<file path="src/rtl/dac_playback_ctrl.sv">
// dac_playback_ctrl: sequences waveform-memory reads into an AXI-Stream master (base/len/repeat).
// Latency: 3 cycles from accepted start to first tvalid; one word per cycle sustained.
// Backpressure: 2-entry prefetch buffer; reads stall once 2 words are buffered or in flight.

// dac_fifo: small generic synchronous FIFO (DEPTH must be a power of two).
// Latency: pushed word is visible at pop_dat the cycle after push.
// Backpressure: none internally; caller guarantees no overflow or underflow.
module dac_fifo #(
  parameter int W     = 8,
  parameter int DEPTH = 2
) (
  input  logic                       clk,
  input  logic                       rst_n,
  input  logic                       push,
  input  logic [W-1:0]               push_dat,
  input  logic                       pop,
  output logic [W-1:0]               pop_dat,
  output logic [$clog2(DEPTH+1)-1:0] count
);
  localparam int AW = (DEPTH > 1) ? $clog2(DEPTH) : 1;
  localparam int CW = $clog2(DEPTH+1);

  logic [W-1:0]  mem [DEPTH];
  logic [AW-1:0] wr_ptr;
  logic [AW-1:0] rd_ptr;

  // Storage and pointers; entries are cleared on reset so the head reads as zero when empty.
  always_ff @(posedge clk or negedge rst_n) begin
    if (!rst_n) begin
      for (int i = 0; i < DEPTH; i++) mem[i] <= '0;
      wr_ptr <= '0;
      rd_ptr <= '0;
      count  <= '0;
    end else begin
      if (push) begin
        mem[wr_ptr] <= push_dat;
        wr_ptr      <= wr_ptr + AW'(1);
      end
      if (pop) rd_ptr <= rd_ptr + AW'(1);
      count <= count + CW'(push) - CW'(pop);
    end
  end

  assign pop_dat = mem[rd_ptr];
endmodule

module dac_playback_ctrl #(
  parameter int BITS   = 256,
  parameter int ADDR_W = 10
) (
  input  logic              clk,
  input  logic              rst_n,
  input  logic              start,
  input  logic              stop,
  input  logic [ADDR_W-1:0] cfg_base,
  input  logic [ADDR_W-1:0] cfg_len,
  input  logic [7:0]        cfg_repeat,
  output logic              mem_rd_en,
  output logic [ADDR_W-1:0] mem_addr,
  input  logic [BITS-1:0]   mem_rd_data,
  output logic [BITS-1:0]   m_axis_tdata,
  output logic              m_axis_tvalid,
  input  logic              m_axis_tready,
  output logic              m_axis_tlast,
  output logic              busy,
  output logic              done
);
  typedef enum logic [1:0] {IDLE, RUN, DRAIN} state_t;

  state_t            state;
  state_t            state_nxt;
  logic [ADDR_W-1:0] base_q;
  logic [ADDR_W-1:0] len_q;
  logic [ADDR_W-1:0] ptr;
  logic [ADDR_W-1:0] word_cnt;
  logic [7:0]        rep_q;
  logic [7:0]        pass_cnt;
  logic              stop_pending;
  logic              rd_vld_q;
  logic              rd_last_q;
  logic              done_q;
  logic [1:0]        occ;
  logic [BITS:0]     head;
  logic              accept;
  logic              pop;
  logic              issue;
  logic              rd_last;
  logic              final_rd;
  logic              drain_exit;

  assign accept  = (state == IDLE) && start && (cfg_len != '0);
  assign pop     = m_axis_tvalid && m_axis_tready;
  // Issue while buffered + in-flight words, net of this cycle's pop, stay below 2.
  assign issue   = (state == RUN) &&
                   (({1'b0, occ} + {2'b00, rd_vld_q}) < (3'd2 + {2'b00, pop}));
  assign rd_last = (word_cnt == len_q - ADDR_W'(1));
  // A stop arriving on the last word's read cycle still ends playback with this pass.
  assign final_rd = rd_last &&
                    (stop_pending || stop || ((rep_q != 8'd0) && (pass_cnt == rep_q - 8'd1)));
  // The final word is alone in the buffer with nothing in flight when it handshakes.
  assign drain_exit = (state == DRAIN) && pop && m_axis_tlast &&
                      (occ == 2'd1) && !rd_vld_q;

  // State register.
  always_ff @(posedge clk or negedge rst_n) begin
    if (!rst_n) state <= IDLE;
    else        state <= state_nxt;
  end

  // Next-state logic.
  always_comb begin
    state_nxt = state;
    case (state)
      IDLE:    if (accept) state_nxt = RUN;
      RUN:     if (issue && final_rd) state_nxt = DRAIN;
      DRAIN:   if (drain_exit) state_nxt = IDLE;
      default: state_nxt = IDLE;
    endcase
  end

  // Configuration latch, read pointer and word/pass counters.
  always_ff @(posedge clk or negedge rst_n) begin
    if (!rst_n) begin
      base_q       <= '0;
      len_q        <= '0;
      rep_q        <= '0;
      ptr          <= '0;
      word_cnt     <= '0;
      pass_cnt     <= '0;
      stop_pending <= 1'b0;
    end else if (accept) begin
      base_q       <= cfg_base;
      len_q        <= cfg_len;
      rep_q        <= cfg_repeat;
      ptr          <= cfg_base;
      word_cnt     <= '0;
      pass_cnt     <= '0;
      stop_pending <= 1'b0;
    end else if (state == RUN) begin
      if (stop) stop_pending <= 1'b1;
      if (issue) begin
        if (rd_last) begin
          ptr      <= base_q;
          word_cnt <= '0;
          pass_cnt <= pass_cnt + 8'd1;
        end else begin
          ptr      <= ptr + ADDR_W'(1);
          word_cnt <= word_cnt + ADDR_W'(1);
        end
      end
    end
  end

  // Read-in-flight tracking (the last flag rides alongside the memory latency) and done pulse.
  always_ff @(posedge clk or negedge rst_n) begin
    if (!rst_n) begin
      rd_vld_q  <= 1'b0;
      rd_last_q <= 1'b0;
      done_q    <= 1'b0;
    end else begin
      rd_vld_q  <= issue;
      rd_last_q <= issue && rd_last;
      done_q    <= drain_exit;
    end
  end

  dac_fifo #(.W(BITS + 1), .DEPTH(2)) u_buf (
    .clk      (clk),
    .rst_n    (rst_n),
    .push     (rd_vld_q),
    .push_dat ({rd_last_q, mem_rd_data}),
    .pop      (pop),
    .pop_dat  (head),
    .count    (occ)
  );

  assign mem_rd_en     = issue;
  assign mem_addr      = ptr;
  assign m_axis_tvalid = (occ != 2'd0);
  assign m_axis_tdata  = head[BITS-1:0];
  assign m_axis_tlast  = head[BITS] && m_axis_tvalid;
  assign busy          = (state != IDLE);
  assign done          = done_q;
endmodule
</file>
<file path="config.mk">
export PLATFORM = sky130hd
export DESIGN_NAME = dac_playback_ctrl
export DESIGN_NICKNAME = d
export VERILOG_FILES = /design/src/rtl/dac_playback_ctrl.sv
export SDC_FILE = /design/constraint.sdc
export NUM_CORES = 1
export LEC_CHECK = 0
export CAP_MARGIN = 20
export CORE_UTILIZATION = 47
export DETAILED_ROUTE_END_ITERATION = 10
export GPL_TIMING_DRIVEN = 1
export PLACE_DENSITY = 0.77
export SYNTH_ARGS = -nofsm -noshare
export SYNTH_HDL_FRONTEND = slang
export SYNTH_HIERARCHICAL = 1
export SYNTH_SLANG_ARGS = --single-unit
</file>
<file path="constraint.sdc">
create_clock -name clk -period 2.27 [get_ports clk]
set_input_delay 0.454 -clock clk [delete_from_list [all_inputs] [get_ports clk]]
set_output_delay 0.454 -clock clk [all_outputs]
set_load 0.03 [all_outputs]
</file>
# --- Yosys cells after proc, flatten, opt, wreduce, memory -nomap -nowiden ---
# Index checks and enable logic that the tools add are counted.
totals:
  ff_bits: 580
  in_bits: 289
  output_inout_bits: 271
  elab_cells: 96
classes:
  add_sub_neg: 11
  magnitude_cmp: 4
  eq_ne: 8
  muxes: 25
  bitwise: 2
  reduce_logical: 30
op_table:
  columns: ["op", "n"]
  rows:
  - ["$mux 257", 4]
  - ["$bwmux 514", 1]
  - ["$demux 257 s1", 1]
  - ["$mux 10", 8]
  - ["$mux 8", 4]
  - ["$add 10x1->10 const B", 2]
  - ["$logic_and 1x1->1", 14]
  - ["$reduce_bool 2->1", 6]
  - ["$eq 10x10->1", 1]
  - ["$reduce_bool 10->1", 1]
  - ["$sub 10x1->10 const B", 1]
  - ["$add 8x1->8 const B", 1]
  - ["$eq 8x8->1", 1]
  - ["$reduce_bool 8->1", 1]
  - ["$sub 8x1->8 const B", 1]
  - ["$mux 2", 3]
  - ["$ne 2x2->1 const B", 3]
  - ["$pmux 2 s3", 1]
  - ["$reduce_and 3->1", 2]
  - ["$eq 2x1->1 const B", 2]
  - ["$ge 2x2->1 const B", 2]
  - ["$not 1->2", 2]
  - ["$reduce_and 2->1", 2]
  - ["$add 2x1->3", 1]
  - ["other kinds (11)", 15]

# --- Logic depth before layout (Yosys ltp) ---
# Gate-level depths: netlist (run 1).
depth:
  depth_word: 10
  mapped_depth: 10

# --- Cells and area by module ---
# Netlist (run 1), hierarchy kept.
modules_own_cells:
  columns: ["mod", "n_inst", "cells_each", "area_each_um2"]
  rows:
  - ["dac_fifo", 1, 1385, 23118.4]
  - ["dac_playback_ctrl", 1, 436, 3736.1]

# --- Least setup slack after synthesis (run 1) ---
# No wires, ideal clock.
synth_timing:
  path_type: "reg-to-output"
  start: "reg rd_vld_q"
  end: "out mem_rd_en"
  arrival_time_ns: 2.025
  t_required_ns: 1.816
  path_slack_ns: -0.209
  path_stages_with_launch: 8
  path_cell_list: "dfrtp_1 ha_1 ha_1 o21ai_0 nand2_1 inv_1 clkbuf_1 clkbuf_1"
synth_between:
  elab_chain_len: 3
synth_rtl:
  columns: ["element", "line_no", "source"]
  rows:
  - ["from (decl)", "79", "logic rd_vld_q;"]
  - ["from (signal assigned)", "161", "rd_vld_q <= issue;"]
  - ["$add 2x1->3", "95", "(({1'b0, occ} + {2'b00, rd_vld_q}) < (3'd2 + {2'b00, pop}));"]
  - ["$lt 3x3->1", "95", null]
  - ["$logic_and 1x1->1", "94", "assign issue = (state == RUN) &&"]
  - ["to (decl)", "58", "output logic mem_rd_en,"]
# Every way passes these cells.

# --- Final worst setup path (run 1) ---
layout_timing:
  start: "reg u_buf.rd_ptr"
  end: "out m_axis_tdata[162]"
layout_between:
  elab_chain_len: 4
layout_rtl:
  columns: ["element", "line_no", "source"]
  rows:
  - ["from (decl)", "25", "logic [AW-1:0] rd_ptr;"]
  - ["from (signal assigned)", "39", "if (pop) rd_ptr <= rd_ptr + AW'(1);"]
  - ["$not 1->2 (implied by the code)", "44", "assign pop_dat = mem[rd_ptr];"]
  - ["$mux 257 (implied by the code) (3 in a row)", "44", null]
  - ["to (decl)", "61", "output logic [BITS-1:0] m_axis_tdata,"]
# Every way passes these cells. The select of a mux whose other input is x is not followed.

==> reports/metrics.csv, run 1 <==
stage,metric,value,unit
status,status,"finished, violations left",
status,failing checks,setup timing,
drt,Post-Route WL,74800,um
power_and_ir_drop,Clk pwr share,14.5,%
logic_synthesis,synthesized area,26900,um2
setup_path,reg-to-reg startpoint,len_q[1],
logic_synthesis,Yosys reg bits,580,
logic_synthesis,XOR/XNOR share of the synthesized area,1.08,%
sta,Final Critical Period,2.60,ns
drt,Vias/cell,5.35,
sta,final hold violation count,0,
logic_synthesis,commonest cells in the netlist,"580 x dfrtp_1, 550 x mux2_2, 200 x mux2_4",
logic_synthesis,Synth top area share,54.0,%
clocking,H-Tree Depth,2,
grt,largest net degree at the start of global routing,87,
grt,vias in the first global route,19400,
logic_synthesis,most frequent cell after synthesis,dfrtp_1,
logic_synthesis,post-synthesis compound-gate area fraction,2.12,%
setup_path,R2R Setup Slk,-0.21,ns
logic_synthesis,Area contributors post-synth,"dfrtp_1 54%, mux2_2 23%, mux2_4 11%",
sta,Clock Skew,0.0125,ns
setup_path,R2R cell count,7,
layout,layout cells sized above 1,51.3,%
drt,via count,17700,
floorplanning,die area,58100,um2
flow_run,max_cap viols,0,
sta,setup TNS,-59.99,ns
worst_hold_path,Hold/Removal Path Class,primary input to async pin,
power_and_ir_drop,Sw Pwr,26.9,mW
logic_synthesis,simple-gate share of the synthesized area,3.89,%
sta,setup ws final,-0.333,ns
setup_path,reg2reg end,mem_addr[6],
logic_synthesis,main combinational cell family by area after synthesis,multiplexers,
logic_synthesis,average size of a mapped cell,14.7,um2
setup_path,WS Path Type,flop to output pin,
drt,number of DRC markers in iteration 0,942,
drt,Routed Antenna Nets,0,
grt,initial antenna violation count,17,
sta,Rel. slew slack,53.7,%
setup_path,CP Capture Type,output pin,
logic_synthesis,mux share of post-synthesis cell area,35.4,%
placed_design,gp weighted congestion,0.837,
grt,GRT overflow,0,
placed_design,port buffer count,559,
drt,drt first pass iters,6,
sta,Slew @ Worst Pin,0.685,ns
grt,All-Layer GR Usage,24.7,%
logic_synthesis,prevailing post-synth register cell,dfrtp_1,
power_and_ir_drop,Seq pwr share,27.3,%
setup_path,critical path's slowest cell,dfrtp_4,
setup_path,sum of buffers and inverters on the critical path,4,
sta,FMAX,384,MHz
logic_synthesis,Post-synth ARST share,100,%
clocking,clk sinks,580,
sta,RSZ-0062 raised after global routing,true,
sta,Finish-stage setup viols,285,
floorplanning,Die W,241,um
drt,Post-route DRC,0,
setup_path,worst path required time,1.82,ns
logic_synthesis,Cells after Synth,1821,
setup_path,"Arr. time, crit path",2.15,ns
setup_path,worst-path cell chain,buf_12 > buf_4 > buf_12 > mux2_2 > buf_4,
grt,global-route wire length before repair,111000,um
sta,Final period util,115,%
floorplanning,Initial Utilization,47.6,%
sta,count of final max-slew check failures,0,
floorplanning,Die Ht,241,um
setup_path,Setup crit start,u_buf/rd_ptr,
logic_synthesis,Syn Nets,2120,
clocking,CTS Buf Count,59,
layout,Layout Area Growth over Synthesis,37.1,%
floorplanning,Core Area,56400,um2
logic_synthesis,post-synth top area cell,dfrtp_1,
logic_synthesis,sequential-to-total area share from yosys stat,54.0,%
logic_synthesis,Yosys cell types,61,
power_and_ir_drop,Logic pwr share,58.2,%
clocking,worst-skew pair later-pin latency,0.63,ns
clocking,clock root buffer,clkbuf_16,
drt,drt wl/cell,22.6,um
clocking,Clock Path Buffers,3,
power_and_ir_drop,Int Pwr,41.4,mW
floorplanning,IO Pins,560,
setup_path,Critical Path Start Type,flop,
power_and_ir_drop,Sw Ratio,39.5,%
logic_synthesis,post-synthesis adder-cell area fraction,0.466,%
power_and_ir_drop,Leakage,16.3,nW
sta,Final Hold Slack,0.328,ns
power_and_ir_drop,Pwr Density,1860,nW/um2
layout,Final nets,2797,
logic_synthesis,number of synthesized flops with an enable pin,0,
placed_design,HPWL after DPL,49800,um
power_and_ir_drop,Peak supply drop,0.00123,V
setup_path,worst-path fanout max,12,
floorplanning,row count,87,
logic_synthesis,yosys warns,6,
clocking,CTS tree,yes,
setup_path,Top delay family on crit path,buffers and inverters,
setup_path,max incr delay on CP,0.50,ns
clocking,Clock transition at path regs,0.06,ns
metrics by stage:
stage | power, mW | setup WS (ns) | instances | util, % | area [um2]
3_3_place_gp | 54.4 | -0.536 | 3143 | 59.9 | 33800
4_1_cts | 66.4 | -0.401 | 3282 | 64.0 | 36100
5_1_grt | 71.3 | -0.387 | 3309 | 65.3 | 36800
3_5_place_dp | 55.4 | -0.592 | 3143 | 59.9 | 33800
2_1_floorplan | 42.5 | 0.000957 | 1821 | - | 26900
6_report | 68.3 | -0.333 | 3314 | 65.3 | 36800
how the worst max path moves through the flow:
stage / end / slack [ns] / cells past startpoint
after floorplan: mem_addr[1] / 0.001 / 9
after global placement: mem_addr[0] / -0.54 / 6
after detailed placement: mem_addr[9] / -0.59 / 7
after CTS: m_axis_tdata[40] / -0.40 / 4
after global routing: m_axis_tdata[162] / -0.39 / 5
final: m_axis_tdata[162] / -0.33 / 5
sequential cells by signal, indices dropped and copies added (netlist names), 2 cells and up:
| name | cells |
|---|---|
| state | 2 |
| pass_cnt | 8 |
| rep_q | 8 |
| base_q | 10 |
| word_cnt | 10 |
| mem_addr | 10 |
| u_buf/mem | 514 |
| len_q | 10 |
| u_buf/count | 2 |
power groups by stage:
stage          logic [mW]  registers (mW)  clock network (mW)
2_1_floorplan        24.8            17.7                   0
3_3_place_gp         36.3            18.1                   0
3_5_place_dp         36.8            18.6                   0
4_1_cts              37.8            18.5                10.1
5_1_grt              41.6            19.2                10.5
6_report             39.8            18.6                9.88
worst reg2reg max path, stage by stage (launching register included):
cell and delay (ns):
dfrtp_1 0.40, or4_4 0.54, nor2_4 0.15, and4_4 0.24
o2111ai_4 0.15, or3_4 0.46, buf_6 0.15, a311o_1 0.27
routing by layer:
layer,vias to the layer above,wire (um),GRT usage [%]
met2,535,37800,42.2
met5,-,79,0
li1,7875,-,-
met3,153,5280,6.59
met4,12,3060,11.1
met1,9157,28600,28.9
final cells by class:
class / instances / area [um2]
Antenna cell: 13 / 32.5
Clock buffer: 85 / 1680
Clock inverter: 23 / 279
Fill cell: 4089 / 19600
Inverter: 13 / 48.8
Multi-Input combinational cell: 1118 / 11900
Sequential cell: 580 / 14500
Tap cell: 756 / 946
Timing Repair Buffer: 726 / 7430
logic make-up after synthesis:
family / after synthesis
AND/OR/NAND/NOR: 220
multiplexers: 779
flip-flops: 580
adder cells (fa/ha/maj): 10
buffers and inverters: 123
XOR/XNOR: 33
AO/OA/AOI/OAI: 76
placed cells by master (no fill, tap or decap), types with 12 or more instances in the layout:
cell             count
clkdlybuf4s50_1    299
dfrtp_1            579
buf_12              40
nand3_1             18
clkbuf_1            15
nand2_1            111
buf_2               83
buf_6              154
clkinv_2            13
clkbuf_16           65
xnor2_1             15
xor2_1              18
nor2_1              16
mux2_4             233
mux2_2             517
buf_4              124
diode_2             13
mux2_1              21
nand2b_1            12
repair_timing:
action	4_1_cts	5_1_grt
resized for setup	816	329
hold buffers	1	0
pin swaps	2	12
hold endpoints to repair	30	0
gates cloned	6	6
buffers inserted	24	15
setup endpoints to repair	284	299
No activity file was read; power rests on OpenSTA's default activity.
==> run 2, diff against run 1 <==
Settings changed: HOLD_SLACK_MARGIN from default to 0.15.
==> results of run 2 <==
The final DEF is identical to that of run 1; final timing and power are the same.
